[src/rtl/lcd_bus_decoder.sv]
// LCD parallel-bus command/data decoder.
// Detects write strobes, decodes display commands, collects column/page
// window parameters and assembles RGB565 pixels with a window-wrapping pointer.
module lcd_bus_decoder (
    input  logic        hwclk,
    input  logic        rst,
    input  logic        dcx,
    input  logic        wr,
    input  logic [7:0]  D,
    output logic        pix_valid,
    output logic [15:0] pix_x,
    output logic [15:0] pix_y,
    output logic [15:0] pix_data,
    output logic        cmd_valid,
    output logic [7:0]  cmd_code,
    output logic        disp_on,
    output logic        sleep_out,
    output logic        param_err
);

    typedef enum logic [2:0] {
        ST_IDLE    = 3'd0,
        ST_CASET_P = 3'd1,
        ST_PASET_P = 3'd2,
        ST_RAM_HI  = 3'd3,
        ST_RAM_LO  = 3'd4,
        ST_IGNORE  = 3'd5
    } state_t;

    localparam logic [15:0] SC_DEF = 16'd0;
    localparam logic [15:0] EC_DEF = 16'd239;
    localparam logic [15:0] SP_DEF = 16'd0;
    localparam logic [15:0] EP_DEF = 16'd319;

    state_t      state_q, state_d;
    logic        wr_q;
    logic [1:0]  cnt_q, cnt_d;
    logic [23:0] par_q, par_d;      // start hi, start lo, end hi
    logic [7:0]  hi_q, hi_d;        // first byte of a pixel
    logic [15:0] sc_q, sc_d, ec_q, ec_d, sp_q, sp_d, ep_q, ep_d;
    logic [15:0] x_q, x_d, y_q, y_d;
    logic        pix_valid_q, pix_valid_d;
    logic [15:0] pix_x_q, pix_x_d, pix_y_q, pix_y_d, pix_data_q, pix_data_d;
    logic        cmd_valid_q, cmd_valid_d;
    logic [7:0]  cmd_code_q, cmd_code_d;
    logic        disp_on_q, disp_on_d, sleep_out_q, sleep_out_d;
    logic        param_err_q, param_err_d;

    logic        byte_ev_s;
    logic [15:0] win_start_s, win_end_s;

    assign byte_ev_s   = wr & ~wr_q;
    assign win_start_s = par_q[23:8];
    assign win_end_s   = {par_q[7:0], D};

    // Next-state, parameter collection, pixel assembly and pointer advance.
    always_comb begin
        state_d     = state_q;
        cnt_d       = cnt_q;
        par_d       = par_q;
        hi_d        = hi_q;
        sc_d        = sc_q;
        ec_d        = ec_q;
        sp_d        = sp_q;
        ep_d        = ep_q;
        x_d         = x_q;
        y_d         = y_q;
        pix_valid_d = 1'b0;
        cmd_valid_d = 1'b0;
        param_err_d = 1'b0;
        pix_x_d     = pix_x_q;
        pix_y_d     = pix_y_q;
        pix_data_d  = pix_data_q;
        cmd_code_d  = cmd_code_q;
        disp_on_d   = disp_on_q;
        sleep_out_d = sleep_out_q;

        if (byte_ev_s && !dcx) begin
            // A command always wins: partial parameters and odd pixel bytes are dropped.
            cmd_valid_d = 1'b1;
            cmd_code_d  = D;
            cnt_d       = 2'd0;
            par_d       = 24'd0;
            hi_d        = 8'd0;
            case (D)
                8'h2A: state_d = ST_CASET_P;
                8'h2B: state_d = ST_PASET_P;
                8'h2C: begin
                    state_d = ST_RAM_HI;
                    x_d     = sc_q;
                    y_d     = sp_q;
                end
                8'h01: begin
                    sc_d        = SC_DEF;
                    ec_d        = EC_DEF;
                    sp_d        = SP_DEF;
                    ep_d        = EP_DEF;
                    disp_on_d   = 1'b0;
                    sleep_out_d = 1'b0;
                    state_d     = ST_IDLE;
                end
                8'h11: begin
                    sleep_out_d = 1'b1;
                    state_d     = ST_IDLE;
                end
                8'h10: begin
                    sleep_out_d = 1'b0;
                    state_d     = ST_IDLE;
                end
                8'h29: begin
                    disp_on_d = 1'b1;
                    state_d   = ST_IDLE;
                end
                8'h28: begin
                    disp_on_d = 1'b0;
                    state_d   = ST_IDLE;
                end
                default: state_d = ST_IGNORE;
            endcase
        end else if (byte_ev_s) begin
            case (state_q)
                ST_CASET_P, ST_PASET_P: begin
                    if (cnt_q == 2'd3) begin
                        // Window is committed only as a whole, and only if ordered.
                        if (win_start_s > win_end_s) begin
                            param_err_d = 1'b1;
                        end else if (state_q == ST_CASET_P) begin
                            sc_d = win_start_s;
                            ec_d = win_end_s;
                        end else begin
                            sp_d = win_start_s;
                            ep_d = win_end_s;
                        end
                        cnt_d   = 2'd0;
                        state_d = ST_IGNORE;
                    end else begin
                        case (cnt_q)
                            2'd0:    par_d[23:16] = D;
                            2'd1:    par_d[15:8]  = D;
                            default: par_d[7:0]   = D;
                        endcase
                        cnt_d = cnt_q + 2'd1;
                    end
                end
                ST_RAM_HI: begin
                    hi_d    = D;
                    state_d = ST_RAM_LO;
                end
                ST_RAM_LO: begin
                    pix_valid_d = 1'b1;
                    pix_x_d     = x_q;
                    pix_y_d     = y_q;
                    pix_data_d  = {hi_q, D};
                    state_d     = ST_RAM_HI;
                    // Raster-order advance, wrapping inside the window.
                    if (x_q == ec_q) begin
                        x_d = sc_q;
                        if (y_q == ep_q) begin
                            y_d = sp_q;
                        end else begin
                            y_d = y_q + 16'd1;
                        end
                    end else begin
                        x_d = x_q + 16'd1;
                    end
                end
                default: state_d = state_q;
            endcase
        end else begin
            state_d = state_q;
        end
    end

    // State, strobe history and output registers with asynchronous reset.
    always_ff @(posedge hwclk or posedge rst) begin
        if (rst) begin
            state_q     <= ST_IDLE;
            wr_q        <= 1'b0;
            cnt_q       <= 2'd0;
            par_q       <= 24'd0;
            hi_q        <= 8'd0;
            sc_q        <= SC_DEF;
            ec_q        <= EC_DEF;
            sp_q        <= SP_DEF;
            ep_q        <= EP_DEF;
            x_q         <= 16'd0;
            y_q         <= 16'd0;
            pix_valid_q <= 1'b0;
            pix_x_q     <= 16'd0;
            pix_y_q     <= 16'd0;
            pix_data_q  <= 16'd0;
            cmd_valid_q <= 1'b0;
            cmd_code_q  <= 8'd0;
            disp_on_q   <= 1'b0;
            sleep_out_q <= 1'b0;
            param_err_q <= 1'b0;
        end else begin
            state_q     <= state_d;
            wr_q        <= wr;
            cnt_q       <= cnt_d;
            par_q       <= par_d;
            hi_q        <= hi_d;
            sc_q        <= sc_d;
            ec_q        <= ec_d;
            sp_q        <= sp_d;
            ep_q        <= ep_d;
            x_q         <= x_d;
            y_q         <= y_d;
            pix_valid_q <= pix_valid_d;
            pix_x_q     <= pix_x_d;
            pix_y_q     <= pix_y_d;
            pix_data_q  <= pix_data_d;
            cmd_valid_q <= cmd_valid_d;
            cmd_code_q  <= cmd_code_d;
            disp_on_q   <= disp_on_d;
            sleep_out_q <= sleep_out_d;
            param_err_q <= param_err_d;
        end
    end

    assign pix_valid = pix_valid_q;
    assign pix_x     = pix_x_q;
    assign pix_y     = pix_y_q;
    assign pix_data  = pix_data_q;
    assign cmd_valid = cmd_valid_q;
    assign cmd_code  = cmd_code_q;
    assign disp_on   = disp_on_q;
    assign sleep_out = sleep_out_q;
    assign param_err = param_err_q;

endmodule

[config.mk]
export PLATFORM = sky130hd
export DESIGN_NAME = lcd_bus_decoder
export DESIGN_NICKNAME = d
export VERILOG_FILES = /design/src/rtl/lcd_bus_decoder.sv
export SDC_FILE = /design/constraint.sdc
export NUM_CORES = 1
export LEC_CHECK = 0
export BUFFER_PORTS_ARGS = -buffer_cell sky130_fd_sc_hd__buf_2
export CORE_ASPECT_RATIO = 0.5
export CORE_MARGIN = 1.5
export CORE_UTILIZATION = 55
export DETAILED_ROUTE_END_ITERATION = 16
export HOLD_SLACK_MARGIN = 0.12
export PLACE_DENSITY = 0.74
export SLEW_MARGIN = 15
export SYNTH_ARGS = -nofsm -noshare
export SYNTH_HDL_FRONTEND = slang
export SYNTH_SLANG_ARGS = --single-unit
[constraint.sdc]
create_clock -name hwclk -period 18.2 [get_ports hwclk]
set_clock_uncertainty 0.05 [all_clocks]
set_input_delay 2.73 -clock hwclk [delete_from_list [all_inputs] [get_ports hwclk]]
set_output_delay 2.73 -clock hwclk [all_outputs]
set_load 0.03 [all_outputs]
==> run_results.csv, run 1 <==
group,metric,value,unit
final_layout,drive_above_1_share,22.27,%
worst_setup_path,crit_path_end_kind,"flip-flop",
cts,cts_tree,"yes",
final_layout,area_growth,11.82,%
drt,wl,23300,um
worst_setup_path,critPathTopFamily,"simple AND/OR/NAND/NOR gates",
placement,dp_hpwl,15600,um
drt,dr_total_vias,6784,
yosys,ys.flop_type,"dfrtp_1",
cts,cts_max_level,4,
drt,drc,0,
worst_setup_path,r2r_cells,7,
yosys,synth_area_leaders,"dfrtp_1 50%, mux2_2 6.3%, a22o_1 4.7%",
die,die_x,185.4,um
die,start_util,56.08,%
yosys,synth_nets,852,
cts,postCtsHoldBufs,0,
yosys,ys_top_cells_by_count,"181 x dfrtp_1, 81 x nand2_1, 58 x o21ai_0, 51 x mux2_2, 49 x a22o_1",
yosys,synth_cell_type_count,66,
worst_setup_path,timing_worst_setup_path_type,"in -> reg",
worst_setup_path,worst-path-buf-inv,3,
die,die_y,94.19,um
status,outcome,"completed",
pwr,power_leakage,4.890,nW
global_routing,antenna_found_initial,0,
min_path,hp-start,"cmd_code[5]",
sta,fmax,177.2,MHz
placement,dp.cells,1075,
die,pin_count,73,
cts,clkSlewWorstSetupHoldPaths,80,ps
die,num_rows,33,
drt,vias_per_cell,6.128,
cts,cts_resized,0,
worst_setup_path,r2r-end,"x_q[6]",
global_routing,track_usage,28.46,%
final_layout,fin_cells,1107,
min_path,hold-path-endpoint,"cmd_code[5]",
sta,min_period_over_period,31.00,%
cts,numCtsBuffers,17,
die,coreArea,16310,um^2
worst_setup_path,max_stage_delay,1120,ps
flow_run,drv_cap,0,
pwr,p_per_area,133.7,nW/um^2
sta,rsz0062_at_grt,"no",
worst_setup_path,r2r_start,"wr_q",
sta,min_period,5643,ps
worst_setup_path,cp-start-kind,"input port",
yosys,ys_ff_latch,195,
sta,tightest_slew,1244,ps
global_routing,grt_pass1_wl,36690,um
cts,clock_path_buffers,2,
worst_setup_path,worst_ep_arrival_time,5910,ps
min_path,min-delay-path-class,"reg -> reg",
worst_setup_path,reg2reg_slack,14590,ps
final_layout,fillers,1279,
yosys,ys.warnings.count,0,
drt,wl_per_cell,21.05,um
yosys,yosys.area.top_type,"dfrtp_1",
worst_setup_path,crit_required,18470,ps
yosys,async_reset_ff_share,100.0,%
yosys,synth.most_common_cell,"dfrtp_1",
yosys,syn_area,9146,um^2
worst_setup_path,worstPathMaxFanout,38,
yosys,ys_seq_area_share,53.54,%
cts,clock-sinks,195,
die,dieArea,17460,um^2
min_path,min_path_cells,2,
final_layout,antenna_cells,0,
placement,portBuffers,72,
drt,ant_nets,0,
worst_setup_path,cp_cell_sequence,"buf_2 -> nand2b_4 -> or2_1 -> buf_4 -> clkinv_1 -> nor2_2 -> mux2_1 -> o22a_1",
worst_setup_path,slowest_stage,"nor2_2",
cts,cts_root_buf,"clkbuf_16",
cts,clk_latency,440,ps
drt,drt_iter0_drc,570,
yosys,synthCells,819,
global_routing,grt_overflow,0,
yosys,synth_top_area_share,49.52,%
global_routing,grt_max_degree,123,
yosys,syn_avg_cell_area,11.17,um^2
yosys,synth_edf_count,0,
final_layout,final_nets,900,
placement,routabilityCongestion,0.8640,
sta,fin_setup_tns,0,ps
sta,slew_violations,0,
cts,cts_setup_buffers,0,
drt,firstDrtPassIters,5,
sta,relSlewSlack,16.92,%
pwr,peakVddDrop,0.08108,mV
sta,setup_violations,0,
global_routing,first_global_vias,6379,
sta,worst_hold_slack,430.2,ps
sta,hold_viol,0,
## worst max path at each step
stage / to / slack [ps] / startpoint / cells past startpoint
finish: x_q[6] / 12560 / wr / 8
global route: x_q[12] / 12310 / wr / 8
CTS: x_q[6] / 12660 / wr / 8
detailed placement: x_q[15] / 12200 / wr / 8
global placement: x_q[11] / 12290 / wr / 8
floorplan: cmd_code[0] / 10130 / rst / 1
## area by class of cell
cell class / instances / area (um^2) / share of cell area [%]
Sequential cell: 195 / 4897 / 47.88
Multi-Input combinational cell: 539 / 3867 / 37.82
Clock buffer: 18 / 429.2 / 4.196
Timing Repair Buffer: 80 / 420.4 / 4.111
Tap cell: 227 / 284.0 / 2.777
Clock inverter: 14 / 193.9 / 1.896
Inverter: 34 / 135.1 / 1.321
## state kept, by name, indices dropped and copies added (netlist names), 16 cells and up
signal	flops
ec_q	16
ep_q	16
par_q	24
pix_data	16
pix_x	16
pix_y	16
sc_q	16
sp_q	16
x_q	16
y_q	16
## cell families (layout without fill, tap and decap cells)
kind of cell               after synthesis  count (layout)  synth area share [%]
AOI/OAI and AO/OA                      223             223                 17.11
DFF                                    195             195                 53.54
and+or+nand+nor                        190             190                 10.48
buffers and inverters                   85             146                 4.254
muxes                                   71              71                 8.481
xor gates and xnor gates                34              34                 3.256
adders and majority gates               21              21                 2.873
## power by group
| part | leakage, nW | switching [mW] | internal [mW] |
|---|---|---|---|
| combinational | 2.07 | 0.187 | 0.133 |
| sequential | 2.53 | 0.112 | 0.536 |
| clock | 0.297 | 0.178 | 0.221 |
## tightest hold or removal path: stages, from the launching register on
cell and delay (ps):
dfrtp_1 340, nand2_1 40, o21ai_0 60
## routing by layer
layer  wire length (um)  GRT usage [%]
met3               2166          8.411
met5                  0              0
met2               9479          38.48
met1              11160          43.04
met4                502          9.214
## through the flow
stage | setup slack [ps] | area (um^2) | total power [mW] | util (%)
floorplan | 10130 | 9146 | 0.8517 | -
global placement | 12290 | 9604 | 0.9539 | 58.89
detailed placement | 12200 | 9604 | 0.9693 | 58.89
CTS | 12660 | 10230 | 1.368 | 62.71
global route | 12310 | 10230 | 1.436 | 62.71
finish | 12560 | 10230 | 1.368 | 62.71
## layout by cell type, fill, tap and decap left out, types with 6 or more instances in the layout
master and instances:
o22a_1 6, inv_1 31, buf_4 8, xnor2_1 17
nor2_1 23, a22o_1 49, nand3_1 18, nand3b_1 6
dfrtp_1 181, a21oi_1 42, a2bb2oi_1 25, ha_1 21
nor4_1 7, nand4_1 17, dfstp_2 14, xor2_1 17
o22ai_1 8, clkbuf_16 17, nand2_1 81, and4_1 6
buf_2 72, mux2_2 51, nor3_1 7, mux2i_1 19
o21ai_0 58
Note: power is estimated with default switching activity, not from simulation.
==> run 2, diff against run 1 <==
Settings changed: ABC_AREA from default to 1, PLACE_DENSITY 0.74 to 0.77.
Clock period 18.2 ns to 4.8 ns, I/O delays scaled along.
==> run 2 against run 1 <==
Global-route usage is 0.87 points higher. Critical path depth is 2 higher. Combinational power increased to 7.6 times the previous value. Total power rose to 4.9 times the previous value. Die area is 11% higher. Synthesized cell count grew 63%. First-iteration DRC count is 79% higher. Clock power increased to 4.0 times the previous value. Setup slack got worse by 11000 ps. Synthesized area is 11% higher. Highest routed layer unchanged.
==> run_results.csv, run 2 <==
group,metric,value,unit
worst_setup_path,r2r-end,"sp_q[4]",
yosys,synth_area_leaders,"dfrtp_1 44%, nand2_1 20%, o21ai_0 5.6%",
drt,wl_per_cell,16.62,um
die,die_x,195.5,um
yosys,muxShareOfSynthArea,0,%
flow_run,drv_cap,0,
worst_setup_path,cp_common_cell,"nand2_1",
yosys,synth_cell_type_count,35,
pwr,power_leakage,5.953,nW
worst_setup_path,slowest_stage,"buf_4",
yosys,ys_seq_area_share,48.05,%
yosys,async_reset_ff_share,100.0,%
yosys,synth_nets,1365,
global_routing,first_global_vias,8308,
sta,fmax,350.5,MHz
cts,cts_max_level,4,
worst_setup_path,r2r_cells,8,
drt,vias_per_cell,5.575,
cts,clock-sinks,195,
global_routing,grt_overflow,0,
global_routing,antenna_found_initial,0,
yosys,ys_top_cells_by_count,"532 x nand2_1, 181 x dfrtp_1, 131 x inv_1, 114 x o21ai_0, 73 x nand4_1",
pwr,switching_share,41.98,%
final_layout,area_growth,10.12,%
drt,drc,0,
placement,place_area,10580,um^2
worst_setup_path,r2r_start,"wr_q",
final_layout,fillers,1557,
worst_setup_path,reg2reg_slack,1980,ps
die,dieArea,19400,um^2
drt,drt_iter0_drc,1020,
cts,clkSlewWorstSetupHoldPaths,70,ps
final_layout,fin_area,11220,um^2
final_layout,drive_above_1_share,11.40,%
sta,fin_setup_tns,0,ps
global_routing,grt_pass1_wl,44100,um
pwr,clkPwrFrac,23.4,%
drt,dr_total_vias,9032,
die,start_util,57.45,%
status,outcome,"completed",
worst_setup_path,crit_required,5040,ps
yosys,syn_avg_cell_area,7.651,um^2
pwr,seqPwrFrac,40.6,%
yosys,synth_xor_area_share,1.977,%
cts,cts_tree,"yes",
sta,relSlewSlack,24.37,%
worst_setup_path,worstPathMaxFanout,64,
pwr,p_int,3.927,mW
yosys,synth.most_common_cell,"nand2_1",
sta,tightest_slew,1134,ps
die,pin_count,73,
final_layout,largest_register_ffs,24,
cts,postCtsHoldBufs,0,
final_layout,layout_commonest_cell,"nand2_1",
worst_setup_path,crit_path_end_kind,"flip-flop",
cts,clk_latency,440,ps
cts,cts_resized,0,
yosys,ys.warnings.count,0,
yosys,synthAdderAreaFrac,2.578,%
cts,cts_root_buf,"clkbuf_16",
sta,slew_violations,0,
drt,firstDrtPassIters,5,
worst_setup_path,cp_cell_sequence,"buf_2 -> inv_1 -> nor2_4 -> nand2_2 -> buf_4 -> nand3_2 -> nand2_1 -> nand2_1 -> nand2_1 -> o21ai_1",
pwr,p_switching,2.842,mW
die,die_y,99.26,um
placement,routabilityCongestion,0.9397,
sta,rsz0062_at_grt,"no",
sta,hold_viol,0,
yosys,synth_top_family_by_area,"simple AND/OR/NAND/NOR gates",
cts,clock_path_buffers,2,
yosys,synth_top_area_share,44.44,%
drt,wl,26930,um
min_path,min-delay-path-class,"in -> reg",
placement,portBuffers,72,
yosys,ys.flop_type,"dfrtp_1",
yosys,ys_ff_latch,195,
sta,setup_violations,0,
final_layout,regMostFlops,"par_q",
cts,cts_setup_buffers,0,
sta,min_period_over_period,59.44,%
pwr,power,6.769,mW
yosys,synth_edf_count,0,
placement,dp_hpwl,19110,um
sta,worst_hold_slack,357.8,ps
worst_setup_path,cp-start-kind,"input port",
yosys,yosys.area.top_type,"dfrtp_1",
sta,min_period,2853,ps
pwr,p_per_area,603.2,nW/um^2
worst_setup_path,max_stage_delay,680,ps
global_routing,track_usage,29.32,%
worst_setup_path,timing_worst_setup_path_type,"in -> reg",
min_path,min_path_cells,1,
yosys,synth-compound-area-share,7.612,%
yosys,syn_area,10190,um^2
worst_setup_path,worst_ep_arrival_time,3100,ps
min_path,hold-path-endpoint,"wr_q",
global_routing,grt_max_degree,196,
pwr,peakVddDrop,0.3541,mV
drt,ant_nets,0,
final_layout,final_nets,1406,
die,num_rows,34,
pwr,p_comb_share,36.0,%
cts,numCtsBuffers,17,
final_layout,antenna_cells,0,
worst_setup_path,critPathTopFamily,"simple AND/OR/NAND/NOR gates",
yosys,synthCells,1332,
worst_setup_path,worst-path-buf-inv,3,
final_layout,fin_util,63.26,%
min_path,hp-start,"wr",
die,coreArea,17740,um^2
yosys,synthSimpleGateAreaFrac,31.21,%
final_layout,layout_common_cells,"531 x nand2_1, 181 x dfrtp_1, 130 x inv_1",
[run 2: cell count changes in the layout (fill, tap and decap cells not counted), moves of 19 or more]
| cell | before | now |
|---|---|---|
| o21ai_0 | 58 | 114 |
| nand2_1 | 81 | 531 |
| a21oi_1 | 42 | 19 |
| inv_1 | 31 | 130 |
| nand3_1 | 18 | 40 |
| a2bb2oi_1 | 25 | 0 |
| mux2i_1 | 19 | 0 |
| nand4_1 | 17 | 73 |
| a22o_1 | 49 | 0 |
| nor2_1 | 23 | 61 |
| mux2_2 | 51 | 0 |
[run 2: stage by stage]
| step | worst slack [ps] | cells |
|---|---|---|
| after global routing | 1691 | 1620 |
| after global placement | 1635 | 1588 |
| final | 1947 | 1620 |
| after floorplan | 1523 | 1332 |
| after CTS | 1982 | 1620 |
| after detailed placement | 1537 | 1588 |
[run 2: kinds of logic after synthesis]
| group | count (synthesis) |
|---|---|
| DFF | 195 |
| adders and majority gates | 21 |
| AOI/OAI and AO/OA | 149 |
| buffers and inverters | 200 |
| and+or+nand+nor | 744 |
| xor gates and xnor gates | 23 |
[run 2: worst max path at each step]
stage	start	to	slack, ps	cells past startpoint
after global placement	wr	y_q[9]	1630	8
after detailed placement	wr	sp_q[1]	1540	11
final	wr	y_q[2]	1950	10
after global routing	wr	sp_q[10]	1690	11
after floorplan	rst	cmd_code[0]	1520	1
after CTS	wr	ep_q[11]	1980	11
[run 2: final cells by class]
class,instances,area (um^2),area share [%]
sequential,195,4897,43.64
multi-input combinational,937,4423,39.41
inverter,143,540.5,4.817
clock buffer,21,440.4,3.925
timing repair buffer,79,425.4,3.791
tap,234,292.8,2.609
clock inverter,11,202.7,1.806
[run 2: routing by layer]
| layer | routed length, um | track usage (%) | vias up |
|---|---|---|---|
| met1 | 13010 | 45.87 | 4309 |
| li1 | - | - | 4320 |
| met2 | 11050 | 41.04 | 376 |
| met4 | 318 | 7.513 | 0 |
| met3 | 2545 | 6.307 | 27 |
| met5 | 0 | 0 | - |
[run 2: power groups by stage]
stage | registers, mW | clock network [mW] | logic (mW)
floorplan | 2.95 | 0 | 1.50
global placement | 2.73 | 0 | 2.31
detailed placement | 2.75 | 0 | 2.40
CTS | 2.73 | 1.60 | 2.42
global route | 2.82 | 1.66 | 2.74
finish | 2.75 | 1.59 | 2.44
